$ cat src/rtl/mem_stage.sv
// Memory-access stage: issues loads/stores on a req/gnt/rvalid data port,
// aligns and extends load data, and stalls EX while a transaction is open.
package core;
  localparam int DATA_WIDTH = 32;
  localparam int DATA_BYTES = DATA_WIDTH / 8;

  typedef enum logic [3:0] {
    MEM_NONE, MEM_LB, MEM_LH, MEM_LW, MEM_LBU, MEM_LHU, MEM_SB, MEM_SH, MEM_SW
  } mem_op_t;

  typedef struct packed {
    logic [31:0]           pc;
    logic [4:0]            rd;
    logic [DATA_WIDTH-1:0] rd_res;
    logic [DATA_WIDTH-1:0] rs2_data;
    mem_op_t               mem_op;
  } pipeline_bus_t;
endpackage

module mem_stage
  import core::*;
#(
  parameter int ADDR_WIDTH = 32,
  parameter int MAX_WAIT   = 15
) (
  input  logic                  clk,
  input  logic                  rst,
  input  pipeline_bus_t         bus_i,
  input  logic                  valid_i,
  output logic                  stall_o,
  output logic                  dmem_req_o,
  output logic                  dmem_we_o,
  output logic [ADDR_WIDTH-1:0] dmem_addr_o,
  output logic [DATA_WIDTH-1:0] dmem_wdata_o,
  output logic [DATA_BYTES-1:0] dmem_be_o,
  input  logic                  dmem_gnt_i,
  input  logic                  dmem_rvalid_i,
  input  logic [DATA_WIDTH-1:0] dmem_rdata_i,
  output pipeline_bus_t         mem_bus_o,
  output logic                  mem_valid_o,
  output logic                  misaligned_o,
  output logic                  err_o
);
  localparam int CNT_W = $clog2(MAX_WAIT + 1);

  typedef enum logic [1:0] {IDLE, REQ, WAIT} state_t;

  state_t           state, state_nxt;
  pipeline_bus_t    lat_bus;
  logic [CNT_W-1:0] wait_cnt, cnt_inc;
  logic             in_mem, in_mis, lat_load, timeout;
  logic [DATA_WIDTH-1:0] shifted, load_data;

  function automatic logic is_load(mem_op_t op);
    return op inside {MEM_LB, MEM_LH, MEM_LW, MEM_LBU, MEM_LHU};
  endfunction

  function automatic logic is_store(mem_op_t op);
    return op inside {MEM_SB, MEM_SH, MEM_SW};
  endfunction

  function automatic logic is_mis(mem_op_t op, logic [1:0] a);
    case (op)
      MEM_LH, MEM_LHU, MEM_SH: return a[0];
      MEM_LW, MEM_SW:          return |a;
      default:                 return 1'b0;
    endcase
  endfunction

  assign in_mem   = is_load(bus_i.mem_op) || is_store(bus_i.mem_op);
  assign in_mis   = is_mis(bus_i.mem_op, bus_i.rd_res[1:0]);
  assign lat_load = is_load(lat_bus.mem_op);
  assign cnt_inc  = wait_cnt + CNT_W'(1);
  // The abort decision is taken in the WAIT cycle whose count reaches MAX_WAIT.
  assign timeout  = (state == WAIT) && !dmem_rvalid_i && (cnt_inc == CNT_W'(MAX_WAIT));

  // FSM: state register
  always_ff @(posedge clk) begin
    if (rst) state <= IDLE;
    else     state <= state_nxt;
  end

  // FSM: next state
  always_comb begin
    state_nxt = state;
    case (state)
      IDLE: if (valid_i && in_mem && !in_mis) state_nxt = REQ;
      REQ:  if (dmem_gnt_i) state_nxt = lat_load ? WAIT : IDLE;
      WAIT: if (dmem_rvalid_i || timeout) state_nxt = IDLE;
      default: state_nxt = IDLE;
    endcase
  end

  // FSM: outputs
  always_comb begin
    stall_o    = (state != IDLE);
    dmem_req_o = (state == REQ);
    dmem_we_o  = is_store(lat_bus.mem_op);
  end

  // Request fields come from the latched bus so they stay stable until gnt.
  assign dmem_addr_o = {lat_bus.rd_res[ADDR_WIDTH-1:2], 2'b00};

  always_comb begin
    dmem_be_o    = '0;
    dmem_wdata_o = lat_bus.rs2_data;
    case (lat_bus.mem_op)
      MEM_SB: begin
        dmem_be_o    = DATA_BYTES'(1) << lat_bus.rd_res[1:0];
        dmem_wdata_o = {DATA_BYTES{lat_bus.rs2_data[7:0]}};
      end
      MEM_SH: begin
        dmem_be_o    = lat_bus.rd_res[1] ? 4'b1100 : 4'b0011;
        dmem_wdata_o = {2{lat_bus.rs2_data[15:0]}};
      end
      MEM_SW: dmem_be_o = '1;
      default: ;
    endcase
  end

  always_comb begin
    shifted = dmem_rdata_i >> {lat_bus.rd_res[1:0], 3'b000};
    case (lat_bus.mem_op)
      MEM_LB:  load_data = {{(DATA_WIDTH-8){shifted[7]}}, shifted[7:0]};
      MEM_LBU: load_data = {{(DATA_WIDTH-8){1'b0}}, shifted[7:0]};
      MEM_LH:  load_data = {{(DATA_WIDTH-16){shifted[15]}}, shifted[15:0]};
      MEM_LHU: load_data = {{(DATA_WIDTH-16){1'b0}}, shifted[15:0]};
      default: load_data = shifted;
    endcase
  end

  always_ff @(posedge clk) begin
    if (rst) begin
      lat_bus      <= '0;
      wait_cnt     <= '0;
      mem_bus_o    <= '0;
      mem_valid_o  <= 1'b0;
      misaligned_o <= 1'b0;
      err_o        <= 1'b0;
    end else begin
      mem_valid_o  <= 1'b0;
      misaligned_o <= 1'b0;
      err_o        <= 1'b0;
      case (state)
        IDLE: if (valid_i) begin
          if (!in_mem) begin
            mem_bus_o   <= bus_i;
            mem_valid_o <= 1'b1;
          end else if (in_mis) begin
            mem_bus_o        <= bus_i;
            mem_bus_o.rd     <= '0;
            mem_bus_o.rd_res <= '0;
            mem_valid_o      <= 1'b1;
            misaligned_o     <= 1'b1;
          end else begin
            lat_bus <= bus_i;
          end
        end
        REQ: if (dmem_gnt_i) begin
          wait_cnt <= '0;
          if (!lat_load) begin
            mem_bus_o   <= lat_bus;
            mem_valid_o <= 1'b1;
          end
        end
        WAIT: begin
          if (dmem_rvalid_i) begin
            mem_bus_o        <= lat_bus;
            mem_bus_o.rd_res <= load_data;
            mem_valid_o      <= 1'b1;
          end else if (timeout) begin
            mem_bus_o        <= lat_bus;
            mem_bus_o.rd     <= '0;
            mem_bus_o.rd_res <= '0;
            mem_valid_o      <= 1'b1;
            err_o            <= 1'b1;
          end else begin
            wait_cnt <= cnt_inc;
          end
        end
        default: ;
      endcase
    end
  end
endmodule

$ cat config.mk
export PLATFORM = sky130hd
export DESIGN_NAME = mem_stage
export DESIGN_NICKNAME = d
export VERILOG_FILES = /design/src/rtl/mem_stage.sv
export SDC_FILE = /design/constraint.sdc
export NUM_CORES = 1
export LEC_CHECK = 0
export ABC_CLOCK_PERIOD_IN_PS = 4000
export CAP_MARGIN = 20
export CORE_ASPECT_RATIO = 1.75
export CORE_MARGIN = 4
export CORE_UTILIZATION = 45
export DETAILED_ROUTE_END_ITERATION = 8
export HOLD_SLACK_MARGIN = 0.08
export PLACE_DENSITY = 0.78
export SLEW_MARGIN = 20
export SYNTH_ARGS = -nofsm -noshare
export SYNTH_HDL_FRONTEND = slang
export SYNTH_SLANG_ARGS = --single-unit
$ cat constraint.sdc
create_clock -name clk -period 4 [get_ports clk]
set_input_delay 0.6 -clock clk [delete_from_list [all_inputs] [get_ports clk]]
set_output_delay 0.6 -clock clk [all_outputs]
set_load 0.005 [all_outputs]
==> results_dict.tcl <==
set metrics [dict create \
    status "completed" \
    syn_inst 1290 \
    grt_pass1_vias 10500 \
    fin_nets 1640 \
    grt_overflow 0 \
    seq_area_frac_synth_pct 43.1 \
    synth.area.top_cells "dfxtp_1 (43%), nand2_1 (10%), a221oi_1 (7.0%)" \
    synth_edf_count 0 \
    tritoncts "yes" \
    drtIter0Drc 859 \
    tightest_slew_ns 1.09 \
    post-route-worst-setup-slack_ns 0.473 \
    finalPower_mw 6.07 \
    crit_fanout 29 \
    cts-resized-gates 0 \
    skew_ns 0.0140 \
    crit_cells 5 \
    post-place-ws_ns 0.652 \
    cts_sinks 219 \
    gr-usage-all-layers_pct 27.5 \
    leakagePower_nw 4.91 \
    cts_setup_buffers 0 \
    ys_types 54 \
    h-tree-depth 1 \
    drv_slew 0 \
    portBuffers 318 \
    rr_endpoint "mem_bus_o[74]" \
    worst-r2r-setup-slack_ns 0.93 \
    crit_arrival_ns 2.93 \
    period_minus_slack_ns 3.53 \
    dp.cells 1764 \
    endpoint "dmem_wdata_o[14]" \
    initial_utilization_pct 46.0 \
    setup_tns_ns 0 \
    synthesis.area_um2 10200 \
    critPathRequiredTime_ns 3.40 \
    hold_depth 2 \
    yosysMostFrequentCell "nand2_1" \
    yosys.area.top_type_share_pct 43.1 \
    dp_hpwl_um 24800 \
    antenna_found_initial 3 \
    powerDensity_nw_per_um2 433 \
    final_hold_viol_count 0 \
    path_class "reg -> out" \
    fin_area_um2 14000 \
    ys_ff_latch 219 \
    clockBufferDepth 3 \
    dr.pass1.iters 6 \
    final_cells 1807 \
    core_area_um2 22200 \
    drt-vias-per-instance 5.86 \
    slew_headroom_pct 27.2 \
    dieArea_um2 25200 \
    critPathTopFamily "buffers and inverters" \
    post_synth.cell_area_avg_um2 7.89 \
    cts_root_buffer "clkbuf_16" \
    clk_latency_ns 0.50 \
    crit_chain "nand3b_1 -> buf_4 -> nor2_1 -> mux2_2 -> clkdlybuf4s50_1" \
    place_area_um2 13200 \
    hold_path_class "reg -> reg" \
    peakVddDrop_v 0.000360 \
    crit_path_end_kind "primary output" \
    vias 10600 \
    globalplace.congestion 0.872 \
    wl_per_cell_um 20.2 \
    final_antenna_net_count 0 \
    numCtsBuffers 22 \
    hold_ws_ns 0.457 \
    grt_setup_unrepaired "false" \
    max_freq_mhz 284 \
    hold_buffers 0 \
    worst_r2r_path_depth 6 \
    grt_max_degree 107 \
    drv_cap 0 \
    rr_startpoint "lat_bus[0]" \
    die_w_um 122 \
    layout-drive-gt1-share_pct 5.37 \
    finalWirelength_um 36400 \
    grt_pass1_wl_um 56200 \
    fin_crit_sh_pct 88.2 \
    synthArstFlopShare_pct 0 \
    rows 72 \
    slowest_stage "dfxtp_1" \
    yosys-top-cells-count "nand2_1 (280), dfxtp_1 (219), a21oi_1 (126)" \
    setup_viol 0 \
    clk_pin_slew_ns 0.07 \
    io_pins 321 \
    startpoint_type "flip-flop" \
    drc 0 \
    yosysTopAreaCell "dfxtp_1" \
    area_growth_pct 37.6 \
    critPathLaunch "lat_bus[1]" \
    fin_util_pct 63.2 \
    critPathBufInv 2 \
    die_h_um 207 \
    cpPeakStageDelay_ns 0.58 \
    ys_warn_count 0 \
    synthFlopType "dfxtp_1" \
]
==> cells in the final DEF, fill, tap and decap left out, types with 3 or more instances in the layout <==
cell type and instances:
clkdlybuf4s50_1 317, nand2_1 280, dfxtp_1 219, a21oi_1 126
nor2_1 113, a221oi_1 81, nor3_1 79, o21ai_0 33
mux2i_1 25, a211oi_1 23, clkbuf_16 23, a222oi_1 16
buf_4 15, nand3b_1 10, nor2b_1 10, mux2_2 8
a22oi_1 8, o41ai_1 8, inv_1 7, nand3_1 6
a211o_1 6, a32o_1 6, ha_1 6, nand2b_1 5
a31oi_1 5, bufinv_16 5, o31ai_1 4, nor3b_1 4
and2_1 4, clkbuf_8 4, buf_12 4, diode_2 3
or3_1 3, o211ai_1 3, clkinv_2 3
==> how the worst min path moves through the flow <==
stage,startpoint,to
2_1_floorplan,lat_bus[100],lat_bus[100]
3_3_place_gp,lat_bus[81],lat_bus[81]
3_5_place_dp,lat_bus[85],lat_bus[85]
4_1_cts,lat_bus[85],lat_bus[85]
5_1_grt,lat_bus[68],lat_bus[68]
6_report,lat_bus[103],lat_bus[103]
==> routing by layer <==
metal  GRT usage, %  wire, um  vias to the layer above
met2           48.0     18500                      523
met1           30.4     12900                     5028
li1               -         -                     4944
met4           14.3      1960                        0
met5              0         0                        -
met3           6.41      3110                      100
==> tightest hold or removal path, cell delays in order (launching register included) <==
cell,delay [ns]
dfxtp_1,0.31
nand2_1,0.05
a21oi_1,0.05
==> cell type report <==
class,count,area (um2)
fill,1960,8150
multi-input combinational,903,5010
inverter,9,33.8
antenna,3,7.51
clock buffer,27,631
timing repair buffer,337,3380
sequential,219,4380
tap,296,370
clock inverter,13,206
==> report_power, final <==
group	total, mW	switching [mW]	internal [mW]	leakage [nW]
registers	2.48	0.120	2.36	1.79
clock network	2.37	0.921	1.45	0.408
logic	1.22	0.603	0.620	2.71
total	6.07	1.64	4.43	4.91
==> sequential cells by signal, indices dropped and copies added, names as in the netlist <==
name and count:
dmem_addr_o 30, err_o 1, lat_bus 75, mem_bus_o 105, mem_valid_o 1, misaligned_o 1
state 2, wait_cnt 4
==> logic make-up (layout without fill, tap and decap cells) <==
group | Yosys count | after routing | share of synthesized area, %
buffers and inverters | 169 | 386 | 8.24
flip-flops | 219 | 219 | 43.1
AND/OR/NAND/NOR | 528 | 528 | 22.0
other | 1 | 5 | 0.0368
multiplexers | 34 | 34 | 3.56
AO/OA/AOI/OAI | 331 | 331 | 22.2
XOR/XNOR | 2 | 2 | 0.172
adder cells (fa/ha/maj) | 6 | 6 | 0.737
No activity file was read; power rests on OpenSTA's default activity.
==> edit 1 (same flow settings) <==
Reset style: asynchronous (`rst`), changed in 2 clocked blocks.
--- a/src/rtl/mem_stage.sv
+++ b/src/rtl/mem_stage.sv
@@ -76,5 +76,5 @@
 
   // FSM: state register
-  always_ff @(posedge clk) begin
+  always_ff @(posedge clk or posedge rst) begin
     if (rst) state <= IDLE;
     else     state <= state_nxt;
@@ -130,5 +130,5 @@
   end
 
-  always_ff @(posedge clk) begin
+  always_ff @(posedge clk or posedge rst) begin
     if (rst) begin
       lat_bus      <= '0;
Formal check against the unedited RTL: not equivalent (Yosys sat finds a counterexample within 4 cycles, from zero or initial values and one cycle with rst high; the reset may be asserted at any time).
==> edit 1 against the original RTL <==
Synthesized area is 8.0% higher; sequential cell count stayed put; die area up 7.6%; routed wire length down 5.0%; count of clock-buffer cells in the layout up 5; worst setup slack gained 95 ps; global-route usage down 2.7 points; final area up 5.9%; largest cell class is now flip-flops and latches.
Power is not compared: it rests on default switching activity, and its combinational part moved more than twofold at a synthesized area within 25%.
==> edit 1: results (changes against the original RTL) <==
[global_route]
antenna_found_initial = 1  ; was 3
grt_pass1_vias = 9525  ; was 10500
use_met1 = 0.293  ; was 0.304
grt_use_met3 = 0.0442  ; was 0.0641
grt_use_met2 = 0.433  ; was 0.480
grt_max_degree = 115  ; was 107
grt_pass1_wl_um = 54100  ; was 56200 um

[routing]
dr_wl_met2_um = 17800  ; was 18500 um
via_per_inst = 5.67  ; was 5.86
drtIter0Drc = 794  ; was 859
num_vias = 9284  ; was 10600
routed_wl_um = 34600  ; was 36400 um
met3_length_um = 2450  ; was 3110 um

[setup_path]
crit-reg2reg-launch = state[0]  ; was lat_bus[0]
max_stage_delay_ps = 690  ; was 580 ps
cp_max_fo = 10  ; was 29
cp-startpoint = lat_bus[2]  ; was lat_bus[1]
worstReg2RegEnd = mem_bus_o[60]  ; was mem_bus_o[74]
worstPathArrival_ps = 2830  ; was 2930 ps
cpLargestDelayFamily = simple AND/OR/NAND/NOR gates  ; was buffers and inverters
ff2ff_setup_slack_ps = 1150  ; was 930 ps

[layout]
buffers = 339  ; was 337
clk_share = 0.0446  ; was 0.0597
inv_count = 10  ; was 9
fill_cells = 2041  ; was 1960
final_net_count = 1464  ; was 1640
antenna_cells_inserted = 1  ; was 3
multiInputCombCellCount = 725  ; was 903
drive_above_1_share = 0.136  ; was 0.0537

[status]
outcome = completed  ; unchanged

[place]
gp_congestion = 0.874  ; was 0.872
hpwl_um = 24600  ; was 24800 um
dpl.cell_count = 1601  ; was 1764
placed_cell_area_um2 = 14200  ; was 13200 um2

[timing]
finalWorstSetupSlack_ps = 569  ; was 473 ps
skew_ps = 10.8  ; was 14.0 ps
worst_pin_slew_ps = 872  ; was 1090 ps

[clock_network]
cts_buffers = 21  ; was 22

[synthesis]
synth-xor-area-share = 0.00159  ; was 0.00172
synth_fa_ha_area_frac = 0.00682  ; was 0.00737
synthMuxAreaShare = 0.147  ; was 0.0356
synth_commonest_cells = dfrtp_1, a21oi_1, nor2_1  ; was nand2_1, dfxtp_1, a21oi_1
ys_types = 48  ; was 54
synth.area.top_cells = dfrtp_1, mux2_2, a21oi_1  ; was dfxtp_1, nand2_1, a221oi_1

[edit 1: cell types whose count changed in the layout (fill, tap and decap cells not counted), moves of 65 or more]
cell | unedited run | this run
nor2b_1 | 10 | 76
dfrtp_1 | 0 | 219
dfxtp_1 | 219 | 0
a21oi_1 | 126 | 191
mux2_2 | 8 | 120
nor3_1 | 79 | 3
nand2_1 | 280 | 39
a221oi_1 | 81 | 0
[edit 1: worst min path at each step]
stage                       from      endpoint  cells after the start
detailed placement   lat_bus[90]   lat_bus[90]                      1
global route         lat_bus[91]   lat_bus[91]                      1
CTS                  lat_bus[76]   lat_bus[76]                      1
floorplan           lat_bus[104]  lat_bus[104]                      1
global placement     lat_bus[94]   lat_bus[94]                      1
finish               lat_bus[90]   lat_bus[90]                      1
[edit 1: logic make-up after synthesis]
kind of cell    Yosys count
compound gates          299
simple gates            269
flops                   219
mux                     147
buf+inv                 132
fa+ha+maj                 6
xor+xnor                  2
other cells               1
==> edit 2 (config.mk and constraints unchanged) <==
Made on the original files. Set the parameter `MAX_WAIT` to 14 (it was 15).
--- a/src/rtl/mem_stage.sv
+++ b/src/rtl/mem_stage.sv
@@ -22,5 +22,5 @@
 #(
   parameter int ADDR_WIDTH = 32,
-  parameter int MAX_WAIT   = 15
+  parameter int MAX_WAIT   = 14
 ) (
   input  logic                  clk,
Function: not settled (the Yosys comparison gave no result); the edit may change what the design does.
==> edit 2 against the original RTL <==
Routed wire length increased by 1.8%; final cell count grew 1.5%; critical endpoint is now dmem_wdata_o[15]; total power decreased by 5.3%; worst setup slack better by 4.3 ps; synthesized area rose by 4.6%; highest routed layer unchanged; largest cell class unchanged; final area up 2.1%; first-iteration DRC count grew 9.0%; sequential cell count did not move.
==> edit 2: results (changes against the original RTL) <==
[layout]
final_net_count = 1664  ; was 1640
drive_above_1_share = 0.0773  ; was 0.0537
fill_cells = 2016  ; was 1960

[routing]
avgRoutedWirePerCell_um = 20.2  ; about the same
dr.pass1.iters = 5  ; was 6

[place]
hpwl_um = 25500  ; was 24800 um
placed_cell_area_um2 = 13700  ; was 13200 um2
gp_congestion = 0.896  ; was 0.872

[pwr]
peakVddDrop_mv = 0.308  ; was 0.360 mV

[setup_path]
ff2ff_setup_slack_ps = 1040  ; was 930 ps
reg2reg_depth = 7  ; was 6
worstReg2RegEnd = mem_bus_o[82]  ; was mem_bus_o[74]
cp_max_fo = 28  ; was 29
worstPathArrival_ps = 2920  ; was 2930 ps

[worst_hold_path]
min_to = lat_bus[100]  ; was lat_bus[103]
hold_start = lat_bus[100]  ; was lat_bus[103]

[timing]
skew_ps = 10.2  ; was 14.0 ps

[synthesis]
synth_fa_ha_area_frac = 0.00705  ; was 0.00737
synth_commonest_cells = nand2_1, dfxtp_1, a21oi_1  ; unchanged
synth_compound_area_frac = 0.227  ; was 0.222
synth-seq-area-share = 0.412  ; was 0.431
synthMuxAreaShare = 0.0444  ; was 0.0356
ys_types = 63  ; was 54
synth.area.top_cells = dfxtp_1, nand2_1, a21oi_1  ; was dfxtp_1, nand2_1, a221oi_1

[global_route]
antenna_found_initial = 4  ; was 3
grt_pass1_wl_um = 56900  ; was 56200 um
grt_pass1_vias = 10400  ; was 10500

[status]
outcome = completed  ; unchanged

==> edit 2: routing by layer <==
layer  vias to the layer above  GRT usage  routed length, um
li1                       5009          -                  -
met1                      5019      0.305              13600
met2                       544      0.449              18000
met3                       127     0.0518               2970
met4                         0      0.162               2480
met5                         -          0                  0
==> edit 2: power by group through the flow <==
stage	combinational (W)	sequential [W]	clock (W)
after floorplan	0.000680	0.00251	0
after global placement	0.00129	0.00253	0
after detailed placement	0.00131	0.00253	0
after CTS	0.00132	0.00249	0.00198
after global routing	0.00142	0.00251	0.00204
final	0.00131	0.00249	0.00195
==> edit 2: cell families after synthesis <==
group,count (synthesis)
AOI/OAI and AO/OA,335
xor gates and xnor gates,3
adders and majority gates,6
buffers and inverters,171
DFF,219
muxes,44
other,1
and+or+nand+nor,535
==> edit 2: final cells by class <==
cell class / count / area share
Antenna cell: 4 / 0.000699
Clock inverter: 5 / 0.00376
Inverter: 9 / 0.00245
Tap cell: 304 / 0.0266
Sequential cell: 219 / 0.306
Clock buffer: 29 / 0.0416
Multi-Input combinational cell: 925 / 0.377
Timing Repair Buffer: 340 / 0.241
==> edit 2: through the flow <==
stage	cells	hold slack [ps]	utilization	power, W
global placement	1797	441	0.585	0.00382
floorplan	1315	436	-	0.00319
CTS	1831	455	0.613	0.00578
global route	1835	473	0.613	0.00597
detailed placement	1797	447	0.585	0.00384
finish	1835	454	0.613	0.00575
==> edit 2: worst max-delay path: stages, from the launching register on <==
cell and delay [ps]:
dfxtp_1 640, nand3_1 130, buf_4 250, nor2_1 520, mux2_2 420, clkdlybuf4s50_1 450
==> edit 2: worst max path at each step <==
| stage | start | end | slack [ps] | cells past startpoint |
|---|---|---|---|---|
| 2_1_floorplan | bus_i[0] | mem_bus_o[85] | 1610 | 11 |
| 3_3_place_gp | bus_i[36] | mem_bus_o[1] | 790 | 8 |
| 3_5_place_dp | bus_i[0] | mem_bus_o[84] | 680 | 8 |
| 4_1_cts | lat_bus[1] | dmem_wdata_o[15] | 490 | 5 |
| 5_1_grt | lat_bus[1] | dmem_wdata_o[13] | 400 | 5 |
| 6_report | lat_bus[1] | dmem_wdata_o[15] | 480 | 5 |
